[src/rtl/mips_pkg.sv]
// Shared constants, opcodes and fetch state encoding for the MIPS-like pipeline.
package mips_pkg;

  localparam int unsigned ADDR_W = 10;
  localparam int unsigned DATA_W = 32;

  localparam logic [5:0] OP_JUMP = 6'b010000;
  localparam logic [5:0] OP_BEQ  = 6'b000100;
  localparam logic [5:0] OP_BNE  = 6'b000110;
  localparam logic [5:0] OP_LD   = 6'b100010;
  localparam logic [5:0] OP_LDI  = 6'b100011;
  localparam logic [5:0] OP_ST   = 6'b101010;

  typedef enum logic [1:0] {
    BOOT,
    RUN,
    HALTED
  } fetch_state_e;

endpackage

[src/rtl/fetch_predecode.sv]
// Combinational jump predecoder: flags OP_JUMP and extracts the word-address target.
module fetch_predecode
  import mips_pkg::*;
#(
  parameter int unsigned ADDR_W = mips_pkg::ADDR_W
) (
  input  logic [5:0]        opcode,
  input  logic [ADDR_W-1:0] target_field,
  output logic              is_jump,
  output logic [ADDR_W-1:0] target
);

  assign is_jump = (opcode == OP_JUMP);
  assign target  = target_field;

endmodule

[src/rtl/instruction_fetch.sv]
// Fetch stage: PC, instruction-memory address, fetch/decode register with valid/ready.
// Optional jump predecode redirect is enabled by defining FETCH_JUMP_PREDECODE_EN.
module instruction_fetch
  import mips_pkg::*;
#(
  parameter int unsigned       ADDR_W    = mips_pkg::ADDR_W,
  parameter int unsigned       DATA_W    = mips_pkg::DATA_W,
  parameter int unsigned       MEM_DEPTH = 81,
  parameter logic [ADDR_W-1:0] RESET_PC  = '0
) (
  input  logic              clock,
  input  logic              reset,
  input  logic              halt,
  input  logic              redirect_valid,
  input  logic [ADDR_W-1:0] redirect_addr,
  output logic [ADDR_W-1:0] address,
  input  logic [DATA_W-1:0] instrucao,
  input  logic              id_ready,
  output logic              id_valid,
  output logic [DATA_W-1:0] id_instr,
  output logic [ADDR_W-1:0] id_pc,
  output logic [ADDR_W-1:0] id_pc_plus1,
  output logic              id_predicted,
  output logic              halted,
  output logic [15:0]       fetch_count
);

  fetch_state_e      state_q, state_d;
  logic [ADDR_W-1:0] pc_q, pc_d;
  logic              id_valid_q, id_valid_d;
  logic [DATA_W-1:0] id_instr_q, id_instr_d;
  logic [ADDR_W-1:0] id_pc_q, id_pc_d;
  logic [ADDR_W-1:0] id_pc_plus1_q, id_pc_plus1_d;
  logic              id_predicted_q, id_predicted_d;
  logic [15:0]       fetch_count_q, fetch_count_d;

  logic              slot_free;
  logic              end_of_prog;
  logic              capture;
  logic [ADDR_W-1:0] pc_plus1;
  logic              pred_jump;
  logic [ADDR_W-1:0] pred_target;

`ifdef FETCH_JUMP_PREDECODE_EN
  fetch_predecode #(
    .ADDR_W(ADDR_W)
  ) u_predecode (
    .opcode      (instrucao[DATA_W-1 -: 6]),
    .target_field(instrucao[ADDR_W-1:0]),
    .is_jump     (pred_jump),
    .target      (pred_target)
  );
`else
  assign pred_jump   = 1'b0;
  assign pred_target = '0;
`endif

  assign slot_free   = !id_valid_q || id_ready;
  assign end_of_prog = (32'(pc_q) >= MEM_DEPTH);
  assign pc_plus1    = pc_q + ADDR_W'(1);

  always_comb begin
    state_d        = state_q;
    pc_d           = pc_q;
    id_valid_d     = id_valid_q;
    id_instr_d     = id_instr_q;
    id_pc_d        = id_pc_q;
    id_pc_plus1_d  = id_pc_plus1_q;
    id_predicted_d = id_predicted_q;
    fetch_count_d  = fetch_count_q;
    capture        = 1'b0;

    unique case (state_q)
      // Memory loads on its first edge, so nothing is captured in BOOT.
      BOOT: begin
        state_d = RUN;
        if (redirect_valid) pc_d = redirect_addr;
      end
      RUN: begin
        if (redirect_valid) begin
          pc_d       = redirect_addr;
          id_valid_d = 1'b0;
        end else if (halt) begin
          state_d = HALTED;
          if (id_ready) id_valid_d = 1'b0;
        end else if (end_of_prog && slot_free) begin
          state_d    = HALTED;
          id_valid_d = 1'b0;
        end else if (slot_free) begin
          capture = 1'b1;
        end
      end
      HALTED: begin
        if (redirect_valid) begin
          pc_d       = redirect_addr;
          id_valid_d = 1'b0;
          state_d    = RUN;
        end else if (id_ready) begin
          id_valid_d = 1'b0;
        end
      end
      default: state_d = BOOT;
    endcase

    if (capture) begin
      id_instr_d     = instrucao;
      id_pc_d        = pc_q;
      id_pc_plus1_d  = pc_plus1;
      id_valid_d     = 1'b1;
      id_predicted_d = pred_jump;
      pc_d           = pred_jump ? pred_target : pc_plus1;
      if (fetch_count_q != 16'hFFFF) fetch_count_d = fetch_count_q + 16'd1;
    end
  end

  always_ff @(posedge clock or posedge reset) begin
    if (reset) begin
      state_q        <= BOOT;
      pc_q           <= RESET_PC;
      id_valid_q     <= 1'b0;
      id_instr_q     <= '0;
      id_pc_q        <= '0;
      id_pc_plus1_q  <= '0;
      id_predicted_q <= 1'b0;
      fetch_count_q  <= '0;
    end else begin
      state_q        <= state_d;
      pc_q           <= pc_d;
      id_valid_q     <= id_valid_d;
      id_instr_q     <= id_instr_d;
      id_pc_q        <= id_pc_d;
      id_pc_plus1_q  <= id_pc_plus1_d;
      id_predicted_q <= id_predicted_d;
      fetch_count_q  <= fetch_count_d;
    end
  end

  assign address      = pc_q;
  assign id_valid     = id_valid_q;
  assign id_instr     = id_instr_q;
  assign id_pc        = id_pc_q;
  assign id_pc_plus1  = id_pc_plus1_q;
  assign id_predicted = id_predicted_q;
  assign halted       = (state_q == HALTED);
  assign fetch_count  = fetch_count_q;

endmodule

[config.mk]
export PLATFORM = sky130hd
export DESIGN_NAME = instruction_fetch
export DESIGN_NICKNAME = d
export VERILOG_FILES = /design/src/rtl/mips_pkg.sv /design/src/rtl/fetch_predecode.sv /design/src/rtl/instruction_fetch.sv
export SDC_FILE = /design/constraint.sdc
export NUM_CORES = 1
export LEC_CHECK = 0
export CAP_MARGIN = 25
export CORE_MARGIN = 4
export CORE_UTILIZATION = 48
export CTS_BUF_LIST = sky130_fd_sc_hd__clkbuf_16
export CTS_CLUSTER_SIZE = 10
export DETAILED_ROUTE_END_ITERATION = 8
export PLACE_DENSITY = 0.93
export SYNTH_ARGS = -nofsm -noshare
export SYNTH_HDL_FRONTEND = slang
export SYNTH_HIERARCHICAL = 1
export SYNTH_SLANG_ARGS = --single-unit
[constraint.sdc]
create_clock -name clock -period 4.3 [get_ports clock]
set_clock_uncertainty 0.05 [all_clocks]
set_input_delay 0.86 -clock clock [delete_from_list [all_inputs] [get_ports clock]]
set_output_delay 0.86 -clock clock [all_outputs]
set_load 0.02 [all_outputs]
; Word level (Yosys, flattened, before mapping)
; Index checks and enable logic that the tools add are counted.
[totals]
regBits = 81
latchBits = 0
ram_bits = 0
mem_bits_ro = 0
inputBits = 47
out_inout_bits = 81
wordCells = 49
memories = 0
[classes]
n_addsub = 2
multipliers = 0
div = 0
magnitude_cmp = 1
n_eq_ne = 7
n_shift = 0
muxes = 20
bitwise_logic = 0
reduce_logical = 12
[op_table]
columns = cell, n
row1 = $mux W10, 3
row2 = $add A16 B1 Y16 const B, 1
row3 = $ne A16 B16 Y1 const B, 1
row4 = $mux W1, 11
row5 = $add A10 B1 Y10 const B, 1
row6 = $ge A10 B7 Y1 const B, 1
row7 = $mux W2, 4
row8 = $pmux W2 S3, 1
row9 = $reduce_and A2 Y1, 3
row10 = $ne A5 B5 Y1 const B, 1
row11 = $ne A2 B2 Y1 const B, 2
row12 = $reduce_bool A2 Y1, 2
row13 = $ne A3 B3 Y1 const B, 1
row14 = $reduce_and A3 Y1, 1
row15 = $reduce_bool A3 Y1, 1
row16 = $reduce_or A3 Y1, 1
row17 = $eq A2 B1 Y1 const B, 1
row18 = $eq A2 B2 Y1 const B, 1
row19 = $logic_not A2 Y1, 1
row20 = $pmux W1 S2, 1
row21 = $logic_and A1 B1 Y1, 1
row22 = $logic_not A1 Y1, 1
row23 = $logic_or A1 B1 Y1, 1

; Logic depth before layout (Yosys ltp)
[logic_depth]
word_depth = 9
ltp_mapped = 9
ltp_nobuf = 7

; Worst setup path before layout
; Ideal clock, no wire load.
[synth_timing]
kind = input to register
start = in id_ready
end = reg fetch_count_q[6] (netlist: fetch_count[6])
setup_ns = 0.131
arrival_time_ns = 2.180
t_required_ns = 4.119
slack_ns = 1.939
stages = 6
n_path_buf = 1
cell_sequence = nand2b_1 or4b_4 a311oi_2 buf_6 nand4_1 xnor2_1
[synth_between]
elab_chain_cells = 7
word_cells_on_any_way = 8
classes_between = mux (5) / reduce/logical (3)
[synth_lines]
columns = item, line_no
row1 = start: declaration, instruction_fetch.sv:18  ; input logic id_ready,
row2 = $logic_or A1 B1 Y1 *, instruction_fetch.sv:58  ; assign slot_free = !id_valid_q || id_ready;
row3 = $mux W1 or $logic_and A1 B1 Y1 (tied branches), "instruction_fetch.sv:89, instruction_fetch.sv:86"
row4 = $mux W1 *, instruction_fetch.sv:86  ; end else if (end_of_prog && slot_free) begin
row5 = $mux W1 *, instruction_fetch.sv:83  ; end else if (halt) begin
row6 = $mux W1 *, instruction_fetch.sv:80  ; if (redirect_valid) begin
row7 = $mux W1 *, instruction_fetch.sv:73  ; unique case (state_q)
row8 = $reduce_and A2 Y1 (no source line) *, -
row9 = end signal: assignment, instruction_fetch.sv:134  ; fetch_count_q <= fetch_count_d;
row10 = end: declaration, instruction_fetch.sv:35  ; logic [15:0] fetch_count_q, fetch_count_d;
; Every way passes the cells marked *; elsewhere a longest branch is shown, timed or not.
; A chain may end at the register's enable or synchronous reset.

; Worst setup path in the final report
[layout_timing]
start = in redirect_valid
end = reg fetch_count_q[1] (netlist: fetch_count[1])
[layout_between]
elab_chain_cells = 3
[layout_lines]
columns = item, line_no
row1 = start: declaration, instruction_fetch.sv:14  ; input logic redirect_valid,
row2 = $mux W1, instruction_fetch.sv:80
row3 = $mux W1, instruction_fetch.sv:73
row4 = $reduce_and A2 Y1 (no source line), -
; Every way passes these cells.

==> impl_metrics.env <==
export IMPL_dpl_hpwl_mm=6.28
export IMPL_row_count=30
export IMPL_dominantRegCellSynth="dfrtp_1"
export IMPL_cpPeakStageDelay_ns=0.76
export IMPL_avgSynthCellArea_um2=9.88
export IMPL_finalMaxSlewViolations=0
export IMPL_worst_endpoint_arrival_ns=3.17
export IMPL_rsz0062_at_grt="false"
export IMPL_intPower_uw=1990
export IMPL_cp_cell_sequence="clkdlybuf4s50_1, or4b_4, a311oi_2, mux2_2"
export IMPL_initial_core_util=0.499
export IMPL_firstDrtPassIters=4
export IMPL_tns_ns=0
export IMPL_cts_resized=0
export IMPL_clkTransAtPathRegs_ns=0.06
export IMPL_power_density_mw_per_mm2=597
export IMPL_synth_edf_count=0
export IMPL_tightest_slew_ns=0.913
export IMPL_cp_start_kind="input pin"
export IMPL_synth_top_area_cell="dfrtp_1"
export IMPL_gp_congestion=0.817
export IMPL_worst_setup_path_end_kind="flip-flop"
export IMPL_wl_per_cell_um=15.1
export IMPL_required_ns=4.47
export IMPL_area_growth_synth_to_final_pct=48.2
export IMPL_hold_class="flip-flop to flip-flop"
export IMPL_nNetsFinal=523
export IMPL_port_buffers=126
export IMPL_cts_buffers=9
export IMPL_irDropWorstVdd_mv=0.361
export IMPL_yosys_warnings=6
export IMPL_grt_pass1_vias=2966
export IMPL_cts_max_path_buffers=2
export IMPL_p_seq_frac=0.382
export IMPL_cts_max_level=3
export IMPL_cts_root_buf="clkbuf_16"
export IMPL_track_usage=0.210
export IMPL_vias_per_cell=5.07
export IMPL_overflow=0
export IMPL_final_period_utilization=0.698
export IMPL_synth_seq_cells=81
export IMPL_drt_iter0_drc=75
export IMPL_die_height_um=92.5
export IMPL_fin_crit_ns=3.00
export IMPL_clkPwrFrac=0.243
export IMPL_vias=2904
export IMPL_syn_area_mm2=0.00343
export IMPL_cts_sinks=81
export IMPL_grt_max_degree=59
export IMPL_antenna_cells=0
export IMPL_hold_buffers=0
export IMPL_synthTopCellsByArea="dfrtp_1, nand2_1, xnor2_1"
export IMPL_syn_inst=347
export IMPL_synth_most_common_cell="nand2_1"
export IMPL_drt_wl_total_mm=8.67
export IMPL_synthTopCellsByCount="nand2_1, dfrtp_1, xnor2_1, nand3_1, o21ai_0"
export IMPL_ant_nets=0
export IMPL_p_sw_uw=1040
export IMPL_slew_headroom=0.392
export IMPL_clkLatencyLatePin_ns=0.33
export IMPL_synth_distinct_cells=40
export IMPL_clock_fmax_mhz=333
export IMPL_core_mm2=0.00687
export IMPL_cap_violations=0
export IMPL_post_cts_buffers=0
export IMPL_crit_type="input pin to flip-flop"
export IMPL_synthDominantCellAreaShare=0.591
export IMPL_synth_fp_nets=398
export IMPL_postSynth_asyncResetShare=1.00
export IMPL_die_w_um=92.5
export IMPL_tritoncts="built"
export IMPL_setup_viol=0
export IMPL_drive_above_1_share=0.0671
export IMPL_design_die_area_mm2=0.00856
export IMPL_hold_viol=0
export IMPL_antenna_found_initial=0
export IMPL_path_max_fanout=13
export IMPL_hold_slack_ns=0.427
export IMPL_combPwrFrac=0.374
export IMPL_drc=0
export IMPL_ys_seq_area_frac=0.591
export IMPL_crit_slowest_cell="a311oi_2"
export IMPL_io_pin_count=128
export IMPL_p_leak_uw=0.00233
export IMPL_switching_share=0.343
export IMPL_grt_pass1_wl_mm=14.2
export IMPL_status="finished, final reports clean"
export IMPL_fillers=472
==> power groups by stage <==
| stage | combinational [µW] | clock, µW | sequential, µW |
|---|---|---|---|
| final | 1130 | 738 | 1160 |
| after global routing | 1220 | 783 | 1190 |
| after CTS | 1150 | 753 | 1160 |
| after detailed placement | 1140 | 0 | 1170 |
| after global placement | 1110 | 0 | 1150 |
| after floorplan | 298 | 0 | 1410 |
==> metal layers <==
layer  GRT usage  vias to the layer above  wire length (µm)
met3      0.0536                       21               619
met5           0                        -                 0
met1       0.249                     1395              3500
met4       0.113                        0               259
met2       0.351                      106              4290
li1            -                     1382                 -
==> layout by cell type (no fill, tap or decap), drive strengths merged, types with 2 or more instances in the layout <==
cell type	synthesis	layout
nand2	128	128
clkdlybuf4s50	0	126
dfrtp	81	81
xnor2	16	16
o21ai	15	15
nand3	12	12
nor2	10	10
clkbuf	8	9
and2	7	7
nand4	7	7
mux2	6	6
inv	5	6
and3	5	5
buf	9	5
nand2b	4	4
ha	4	4
clkinv	0	4
nor2b	3	3
a21oi	3	3
nor3b	3	3
a221o	3	3
o21a	2	2
and4	2	2
==> cell type report <==
cell class	count	area [µm²]	area share
multi-input cells	244	1310	0.257
repair buffers	131	1320	0.260
inverters	5	20.0	0.00394
clock inverters	7	63.8	0.0126
clock buffers	9	225	0.0443
flip-flops and latches	81	2030	0.399
well taps	96	120	0.0236
==> sequential cells by signal, summed over array words and instances, names as in the netlist <==
signal	count
id_pc	10
id_pc_plus1	10
id_instr	32
id_valid	1
address	10
state_q	2
fetch_count	16
==> per-stage QoR <==
step / worst slack (ns) / util / cell area [µm²] / power (µW) / std cells
6_report: 1.30 / 0.740 / 5080 / 3030 / 573
5_1_grt: 1.18 / 0.740 / 5080 / 3190 / 573
4_1_cts: 1.35 / 0.736 / 5050 / 3060 / 572
3_5_place_dp: 0.991 / 0.693 / 4760 / 2310 / 556
3_3_place_gp: 1.05 / 0.693 / 4760 / 2260 / 556
2_1_floorplan: 1.31 / - / 3430 / 1710 / 347
==> worst max-delay path, delay by kind of cell <==
family                 cells  cell delay [ns]
buffers and inverters      1             0.52
AND/OR/NAND/NOR            1             0.61
multiplexers               1             0.41
AO/OA/AOI/OAI              1             0.76
==> final timing paths <==
check / slack (ns) / end / cells after the start / startpoint
worst max register to register: 1.53 / address[4] / 7 / address[0]
worst min register to register: 0.43 / id_pc[6] / 2 / id_pc[6]
worst max-delay path: 1.30 / fetch_count[1] / 4 / redirect_valid
min in group asynchronous: 0.66 / id_instr[24] / 2 / reset
max in group asynchronous: 2.83 / id_pc_plus1[2] / 4 / reset
worst min-delay path: 0.43 / id_pc[6] / 2 / id_pc[6]
==> logic make-up after synthesis <==
family | share of synthesized area
adders and majority gates | 0.0146
DFF | 0.591
AOI/OAI and AO/OA | 0.0617
other | 0.00109
xor gates and xnor gates | 0.0434
muxes | 0.0197
and+or+nand+nor | 0.239
buffers and inverters | 0.0292
No activity file was read; power rests on OpenSTA's default activity.
